$ cat src/rtl/bits16_demux_buf.sv
// Per-channel FIFO: DEPTH entries. A pushed beat appears on o_dat one cycle after its push edge.
// The producer must not push when o_full is set; o_full depends only on stored state.
module bits16_demux_buf_fifo #(
    parameter int WIDTH = 16,
    parameter int DEPTH = 2,
    parameter int AW    = 1
) (
    input  logic             clk,
    input  logic             rst_n,
    input  logic             i_push,
    input  logic [WIDTH-1:0] i_push_dat,
    input  logic             i_pop_rdy,
    output logic             o_vld,
    output logic [WIDTH-1:0] o_dat,
    output logic             o_full
);

    localparam logic [AW:0] FULL_CNT = (AW+1)'(DEPTH);

    logic [WIDTH-1:0] r_mem [DEPTH];
    logic [AW-1:0]    r_wr_ptr;
    logic [AW-1:0]    r_rd_ptr;
    logic [AW:0]      r_count;
    logic             w_pop;

    assign o_vld  = (r_count != '0);
    assign o_full = (r_count == FULL_CNT);
    assign o_dat  = r_mem[r_rd_ptr];
    assign w_pop  = o_vld & i_pop_rdy;

    always_ff @(posedge clk or negedge rst_n) begin
        if (!rst_n) begin
            for (int i = 0; i < DEPTH; i++) begin
                r_mem[i] <= '0;
            end
        end else if (i_push) begin
            r_mem[r_wr_ptr] <= i_push_dat;
        end
    end

    // Pointers wrap naturally at DEPTH because DEPTH is a power of two.
    always_ff @(posedge clk or negedge rst_n) begin
        if (!rst_n) begin
            r_wr_ptr <= '0;
            r_rd_ptr <= '0;
            r_count  <= '0;
        end else begin
            if (i_push) r_wr_ptr <= r_wr_ptr + 1'b1;
            if (w_pop)  r_rd_ptr <= r_rd_ptr + 1'b1;
            case ({i_push, w_pop})
                2'b10:   r_count <= r_count + 1'b1;
                2'b01:   r_count <= r_count - 1'b1;
                default: r_count <= r_count;
            endcase
        end
    end

endmodule

// 16-bit 1->2 buffered demux: routes each input beat to channel in_sel's own FIFO.
// Latency: one cycle from accept edge to the beat appearing on outc.
// Backpressure: in_ready drops only while the selected channel's FIFO is full; never passes through out*_ready.
module bits16_demux_buf #(
    parameter int WIDTH = 16,
    parameter int DEPTH = 2,
    parameter int AW    = 1
) (
    input  logic             clk,
    input  logic             rst_n,
    input  logic             in_valid,
    input  logic             in_sel,
    input  logic [WIDTH-1:0] in_data,
    output logic             in_ready,
    output logic             out0_valid,
    output logic [WIDTH-1:0] out0_data,
    input  logic             out0_ready,
    output logic             out1_valid,
    output logic [WIDTH-1:0] out1_data,
    input  logic             out1_ready
);

    logic w_full0;
    logic w_full1;
    logic w_push0;
    logic w_push1;

    assign in_ready = in_sel ? ~w_full1 : ~w_full0;
    assign w_push0  = in_valid & in_ready & ~in_sel;
    assign w_push1  = in_valid & in_ready &  in_sel;

    bits16_demux_buf_fifo #(.WIDTH(WIDTH), .DEPTH(DEPTH), .AW(AW)) u_fifo0 (
        .clk        (clk),
        .rst_n      (rst_n),
        .i_push     (w_push0),
        .i_push_dat (in_data),
        .i_pop_rdy  (out0_ready),
        .o_vld      (out0_valid),
        .o_dat      (out0_data),
        .o_full     (w_full0)
    );

    bits16_demux_buf_fifo #(.WIDTH(WIDTH), .DEPTH(DEPTH), .AW(AW)) u_fifo1 (
        .clk        (clk),
        .rst_n      (rst_n),
        .i_push     (w_push1),
        .i_push_dat (in_data),
        .i_pop_rdy  (out1_ready),
        .o_vld      (out1_valid),
        .o_dat      (out1_data),
        .o_full     (w_full1)
    );

endmodule

$ cat config.mk
export PLATFORM = sky130hd
export DESIGN_NAME = bits16_demux_buf
export DESIGN_NICKNAME = d
export VERILOG_FILES = /design/src/rtl/bits16_demux_buf.sv
export SDC_FILE = /design/constraint.sdc
export NUM_CORES = 1
export LEC_CHECK = 0
export CAP_MARGIN = 20
export CORE_MARGIN = 5
export CORE_UTILIZATION = 49
export CTS_BUF_LIST = sky130_fd_sc_hd__clkbuf_8
export CTS_CLUSTER_DIAMETER = 30
export DETAILED_ROUTE_END_ITERATION = 12
export GPL_ROUTABILITY_DRIVEN = 0
export HOLD_SLACK_MARGIN = 0.06
export PLACE_DENSITY = 0.75
export SYNTH_ARGS = -nofsm -noshare
export SYNTH_HDL_FRONTEND = slang
export SYNTH_HIERARCHICAL = 1
export SYNTH_SLANG_ARGS = --single-unit
$ cat constraint.sdc
create_clock -name clk -period 2.5 [get_ports clk]
set_input_delay 0.625 -clock clk [delete_from_list [all_inputs] [get_ports clk]]
set_output_delay 0.625 -clock clk [all_outputs]
set_load 0.01 [all_outputs]
; After elaboration in Yosys (flattened, before gate mapping)
; Index checks and enable logic that the tools add are counted.
[word_totals]
register_bits = 72
in_bits = 22
wordCells = 63
[op_classes]
n_addsub = 8
n_lt_le_gt_ge = 6
eq_ne = 6
n_mux = 15
bitwise_logic = 12
n_reduce_logical = 6
[op_table]
columns = cell, count
row1 = 16-bit two-way mux, 8
row2 = 32-bit bitwise mux, 2
row3 = 16-bit demux with 1-bit select, 2
row4 = "2-bit == test, second input constant", 4
row5 = "2-bit >= comparator, second input constant", 4
row6 = 1-bit inverter with 2-bit output, 4
row7 = 2-bit one-hot mux with 2 select lines, 2
row8 = 2-bit nonzero test, 4
row9 = 1-bit bitwise AND, 5
row10 = "1-bit adder, second input constant", 4
row11 = "2-bit by 1-bit adder with 2-bit output, second input constant", 2
row12 = "2-bit by 1-bit == test with 1-bit output, second input constant", 2
row13 = "2-bit by 1-bit < comparator with 1-bit output, second input constant", 2
row14 = "2-bit by 1-bit subtractor with 2-bit output, second input constant", 2
row15 = 1-bit inverter, 3
row16 = 1-bit logical AND, 2
row17 = 1-bit two-way mux, 1

; Longest topological paths before layout
; Gate-level depths: netlist of run 1.
[logic_depth]
depth_word = 7
depth_mapped = 7
mapped_depth_nobuf = 7

; Hierarchy
; The synthesis of run 1 kept the hierarchy.
[modules_own_cells]
columns = mod, n_inst, cells_per_inst, area_each_um2
row1 = bits16_demux_buf_fifo, 2, 101, 1574.0
row2 = bits16_demux_buf, 1, 3, 26.3

; Least setup slack after synthesis of run 1
; Ideal clock, no wire load.
[synth_path]
kind = input-to-reg
startpoint = input in_sel
endpoint = register u_fifo0/r_mem[20] (netlist name)
setup_time_ns = 0.125
arrival_ns = 1.791
required_ns = 2.375
setup_slack_ns = 0.584
cell_stages = 5
path_buffers = 1
cell_sequence = nor3b_1 -> inv_1 -> nor2_4 -> buf_6 -> mux2_2
[synth_between]
elab_chain_len = 3
word_cells_on_any_way = 4
cone_classes = mux (1) / bitwise (3)
[synth_rtl]
columns = element, line_no
row1 = start: declaration, 71  ; input logic in_sel,
row2 = 1-bit two-way mux, 87  ; assign in_ready = in_sel ? ~w_full1 : ~w_full0;
row3 = 1-bit bitwise AND, 88  ; assign w_push0 = in_valid & in_ready & ~in_sel;
row4 = 1-bit bitwise AND *, 88
row5 = end signal: indexed assignment, 37  ; r_mem[r_wr_ptr] <= i_push_dat;
row6 = end: declaration, 20  ; logic [WIDTH-1:0] r_mem [DEPTH];
; Mark *: on every way between the ends. The rest lies on a longest branch, timed or not.
; A chain may end at the register's enable or synchronous reset.

; Worst setup path after layout of run 1
[layout_path]
startpoint = register u_fifo0.r_rd_ptr
endpoint = output out0_data[5]
[layout_between]
elab_chain_len = 4
[layout_rtl]
columns = element, line_no
row1 = start: declaration, 22  ; logic [AW-1:0] r_rd_ptr;
row2 = start signal: assignment, 49  ; if (w_pop) r_rd_ptr <= r_rd_ptr + 1'b1;
row3 = 1-bit inverter with 2-bit output (implied by the code), 28  ; assign o_dat = r_mem[r_rd_ptr];
row4 = 16-bit two-way mux (implied by the code) (3 in a row), 28
row5 = end: declaration, 75  ; output logic [WIDTH-1:0] out0_data,
; No other way between the ends. The select of a mux whose other input is x is not followed.

==> results of run 1 <==
[per-layer routing]
metal,vias to the layer above,wire [um],GRT usage
met3,11,268,0.04667
met2,36,2869,0.2288
li1,864,-,-
met5,-,0,0
met1,959,2694,0.2071
met4,0,121,0.07320
[layout by cell type (no fill, tap or decap), drive strengths merged, types with 4 or more instances in the layout]
cell	n
xnor2	4
dfrtp	72
nor2	4
xor2	6
mux2	96
clkdlybuf4s50	54
buf	12
clkbuf	11
[final cells by class]
type	instances	area share
inverter	2	0.001823
clock inverter	5	0.01337
clock buffer	11	0.03676
multi-input combinational	123	0.3156
timing repair buffer	67	0.1716
sequential	72	0.4374
tap	77	0.02339
[critical path: stages, from the launching register on]
cell             delay [ns]
dfrtp_1                0.34
buf_6                  0.22
mux2_2                 0.37
clkdlybuf4s50_1        0.48
[cell families (layout without fill, tap and decap cells)]
kind of cell / Yosys count / count (layout) / share of synthesized area
mux: 97 / 97 / 0.3437
fa+ha+maj: 2 / 2 / 0.007882
buf+inv: 10 / 85 / 0.02286
flops: 72 / 72 / 0.5676
simple gates: 14 / 14 / 0.03035
xor+xnor: 10 / 10 / 0.02759
[metrics by stage]
step / power, mW / cell area (um^2)
floorplan: 3.601 / 3174
detailed placement: 4.835 / 3906
CTS: 5.791 / 4113
finish: 5.723 / 4119
global route: 6.094 / 4119
global placement: 4.767 / 3906
[registers in the layout (all words and copies together) (netlist names)]
| register | count |
|---|---|
| u_fifo1/r_wr_ptr | 1 |
| u_fifo0/r_wr_ptr | 1 |
| u_fifo1/r_count | 2 |
| u_fifo1/r_rd_ptr | 1 |
| u_fifo0/r_rd_ptr | 1 |
| u_fifo1/r_mem | 32 |
| u_fifo0/r_mem | 32 |
| u_fifo0/r_count | 2 |
[final timing paths]
path,startpoint,to,slack (ns)
max reg2reg,u_fifo0/r_count[1],u_fifo0/r_mem[6],0.70
min reg2reg,u_fifo0/r_count[1],u_fifo0/r_count[1],0.48
max,u_fifo0/r_rd_ptr,out0_data[5],0.12
min,rst_n,u_fifo0/r_count[1],0.28
max in group asynchronous,rst_n,u_fifo1/r_rd_ptr,1.90
min in group clk,u_fifo0/r_count[1],u_fifo0/r_count[1],0.48
[power groups by stage]
| stage | Combinational [mW] | Sequential, mW | Clock, mW |
|---|---|---|---|
| 2_1_floorplan | 1.61 | 1.99 | 0 |
| 5_1_grt | 2.94 | 2.15 | 1.00 |
| 3_5_place_dp | 2.75 | 2.09 | 0 |
| 4_1_cts | 2.77 | 2.07 | 0.951 |
| 6_report | 2.72 | 2.07 | 0.928 |
| 3_3_place_gp | 2.71 | 2.06 | 0 |
==> flow_summary.ini, run 1 <==
[sta]
tns_ns = 0
maxSlewHeadroom = 0.6929
setup_viol = 0
hold_slack_ns = 0.2826
setup_slack_ns = 0.1225
fmax_ghz = 0.4206
slew_violations = 0
hold_viol = 0
period_needed_ns = 2.377
period_share = 0.9510
worst_pin_slew_ns = 0.4590
rsz0062_at_grt = false
fin_skew_ns = 0.007669

[worst_setup_path]
cp_max_fo = 17
cp.arrival_ns = 1.75
startpoint_type = register
endpoint_kind = output port
worstSetupPathType = reg2out
rr_worst_depth = 5
required_ns = 1.88

[clock_tree]
post-cts-setup-buffers = 0
ctsResizeCount = 0
cts-root-buf = clkbuf_8
clkSinkCount = 72
clock_path_buffers = 2
cts-htree-levels = 3
cts_hold_buf = 0
insertion_delay_ns = 0.34
cts_made_buffers = 9
cts_tree = yes
clk_pin_slew_ns = 0.08

[yosys]
yosysMostFrequentCell = mux2_2
ys_seq_area_frac = 0.5676
synthCells = 205
synthArstFlopShare = 1.000
dominantRegCellSynth = dfrtp_1
synth_common_cells = mux2_2 (96), dfrtp_1 (72), xor2_1 (6)
ys.warnings.count = 6
synth-edff-count = 0
synth.area.top_cells = dfrtp_1 (57%), mux2_2 (34%), xor2_1 (1.7%)
syn-num-nets = 229
synth_top_cell_area_share = 0.5676
yosysUniqueCellTypes = 17
avgSynthCellArea_um2 = 15.48
yosysTopAreaCell = dfrtp_1
synth_area_um2 = 3174
ys_ff_latch = 72

[floorplanning]
die_w_um = 90.49
start_util = 0.5028
ioPinCount = 57
dieArea_um2 = 8188
rows = 29
core_area_um2 = 6314
dieHeight_um = 90.49

[global_route]
grt_pass1_wl_um = 9977
grt_pass1_vias = 1978
grt_max_degree = 73
antenna_found_initial = 0
grt_overflow = 0
grt_usage = 0.1546

[final_layout]
final_util = 0.6524
register_area_um2 = 1802
nFillCells = 517
multi_input_area_um2 = 1300
fin_cells = 357
layout.nets = 299
area_delta_synth_final_pct = 29.76
insertedDiodeCount = 0
drive_gt1_frac = 0.4643

[min_path]
worstHoldPathType = in2async

[drt]
drt_pass1_iterations = 3
avgRoutedWirePerCell_um = 16.68
vias = 1870
antenna_left = 0
drt_iter0_markers = 34
totalWireLength_um = 5953
drc_errors = 0
viasPerCell = 5.238

[power_and_ir_drop]
netSwitchingPower_mw = 1.704
power.internal_mw = 4.019
switching_share = 0.2977
cellLeakagePower_nw = 1.740
pwr-share-clk = 0.162
sequentialPowerShare = 0.362
powerDensity_nw_per_um2 = 1389
vdd_drop_max_v = 0.0007980
combPwrFrac = 0.476

[placement]
port_buffers = 56
place_ws_ns = 0.01476
dp_cells = 341
place_hpwl_um = 3946

[run_status]
status = complete, no violations

[run]
max_cap_violations = 0
Power figures use the tool's default switching activity.
==> inputs of run 2 (changes only) <==
--- a/config.mk
+++ b/config.mk
@@ -14,6 +14,8 @@
 export GPL_ROUTABILITY_DRIVEN = 0
 export HOLD_SLACK_MARGIN = 0.06
 export PLACE_DENSITY = 0.75
+export SKIP_CTS_REPAIR_TIMING = 1
+export SLEW_MARGIN = 0
 export SYNTH_ARGS = -nofsm -noshare
 export SYNTH_HDL_FRONTEND = slang
 export SYNTH_HIERARCHICAL = 1
==> constraint.sdc (replaced) <==
create_clock -name clk -period 2.89 [get_ports clk]
set_input_delay 0.7225 -clock clk [delete_from_list [all_inputs] [get_ports clk]]
set_output_delay 0.7225 -clock clk [all_outputs]
set_load 0.01 [all_outputs]
==> run 2 against run 1 <==
Global-route usage up 0.36 points. Via count is 2.0% lower. Setup slack improved by 0.078 ns.
==> flow_summary.ini, run 2 (synthesized netlist as in run 1, its figures left out) <==
[run_status]
status = complete, no violations

[power_and_ir_drop]
power.internal_mw = 3.315
pwr-share-clk = 0.139
sequentialPowerShare = 0.373
netSwitchingPower_mw = 1.466
powerDensity_nw_per_um2 = 1188
cellLeakagePower_nw = 1.707
vdd_drop_max_v = 0.0006255
combPwrFrac = 0.487
switching_share = 0.3067

[final_layout]
fin_cells = 356
final_common_cell = mux2_2
drive_gt1_frac = 0.4624
insertedDiodeCount = 0
final_cell_mix = mux2_2 (96), dfrtp_1 (72), clkdlybuf4s50_1 (55)
area_delta_synth_final_pct = 26.76
layout.nets = 298
reg_top3 = u_fifo0/r_mem: 32 flops, u_fifo1/r_mem: 32 flops

[worst_setup_path]
rrSetupSlack_ns = 1.06
endpoint_kind = output port
crit_chain = clkdlybuf4s50_1, mux2i_1, clkdlybuf4s50_1
worstSetupPathType = in2out
slowest_delay_ns = 0.55
r2r_end = u_fifo0/r_mem[23]
cp.arrival_ns = 1.97
worst_path_most_repeated_cell = clkdlybuf4s50_1
startpoint_type = input pin
rr_worst_depth = 6
slowest_stage = clkdlybuf4s50_1
cp_max_fo = 3
worstReg2RegStart = u_fifo0/r_count[1]
required_ns = 2.17

[global_route]
grt_pass1_wl_um = 10120
grt_usage = 0.1582
grt_pass1_vias = 1992
grt_overflow = 0
grt_max_degree = 73
antenna_found_initial = 0

[placement]
dp_cells = 340
place_hpwl_um = 3956
port_buffers = 56

[drt]
avgRoutedWirePerCell_um = 16.64
antenna_left = 0
drt_pass1_iterations = 4
vias = 1833
drt_iter0_markers = 35
drc_errors = 0
totalWireLength_um = 5924
viasPerCell = 5.149

[floorplanning]
dieHeight_um = 90.49
dieArea_um2 = 8188
die_w_um = 90.49
core_area_um2 = 6314
ioPinCount = 57
rows = 29
start_util = 0.5028

[sta]
fmax_ghz = 0.3719
period_needed_ns = 2.689
slew_violations = 0
setup_viol = 0
period_share = 0.9305
fin_skew_ns = 0.005039
tns_ns = 0
rsz0062_at_grt = false
hold_viol = 0
maxSlewHeadroom = 0.6909
worst_pin_slew_ns = 0.4620

[run]
max_cap_violations = 0

[clock_tree]
cts-root-buf = clkbuf_8
cts_tree = yes
cts-htree-levels = 3
clkSinkCount = 72
insertion_delay_ns = 0.34
clock_path_buffers = 2
clk_pin_slew_ns = 0.07
cts_made_buffers = 9

[min_path]
worstHoldPathType = in2async
## run 2: changes by cell type in the layout (fill, tap and decap cells not counted), sizes merged
cell | previous run | this run
clkinv | 2 | 7
clkbuf | 11 | 9
clkinvlp | 2 | 0
buf | 12 | 11
bufinv | 1 | 0
clkdlybuf4s50 | 54 | 55
dlymetal6s2s | 1 | 0
## run 2: power by group through the flow
stage	clock [mW]	combinational (mW)	sequential, mW
floorplan	0	1.39	1.72
global placement	0	2.32	1.78
detailed placement	0	2.36	1.81
CTS	0.692	2.37	1.79
global route	0.736	2.51	1.85
finish	0.666	2.33	1.79
## run 2: per-stage QoR
stage / worst slack [ns] / total power [mW] / hold WS, ns / cell area, um^2 / utilization
floorplan: 0.8769 / 3.115 / 0.4269 / 3174 / -
global placement: 0.2062 / 4.101 / 0.4663 / 3861 / 0.6116
detailed placement: 0.1982 / 4.166 / 0.4747 / 3861 / 0.6116
CTS: 0.1930 / 4.852 / 0.4052 / 4024 / 0.6373
global route: 0.1296 / 5.100 / 0.4224 / 4024 / 0.6373
finish: 0.2007 / 4.782 / 0.3791 / 4024 / 0.6373
## run 2: critical path, delay by kind of cell
family                 cells  cell delay, ns
buffers and inverters      2            1.06
muxes                      1            0.19
## run 2: worst max-delay path by stage
stage | from | to | slack [ns] | depth (start not counted)
6_report | in_sel | in_ready | 0.20 | 3
5_1_grt | in_sel | in_ready | 0.13 | 3
4_1_cts | in_sel | in_ready | 0.19 | 3
3_5_place_dp | in_sel | in_ready | 0.20 | 3
3_3_place_gp | in_sel | in_ready | 0.21 | 3
2_1_floorplan | in_sel | u_fifo0/r_mem[20] | 0.88 | 5
## run 2: layout make-up
type	count	area, um^2
Inverter	2	7.507
Timing Repair Buffer	66	655.6
Clock buffer	9	123.9
Multi-Input combinational cell	123	1300
Tap cell	77	96.34
Sequential cell	72	1802
Clock inverter	7	38.79
Fill cell	495	2290
## run 2: routing by layer
layer | track usage | routed length (um) | share of wire
met1 | 0.2061 | 2768 | 0.47
met2 | 0.2415 | 2826 | 0.48
met3 | 0.04667 | 249 | 0.042
met4 | 0.07444 | 79 | 0.013
met5 | 0 | 0 | 0
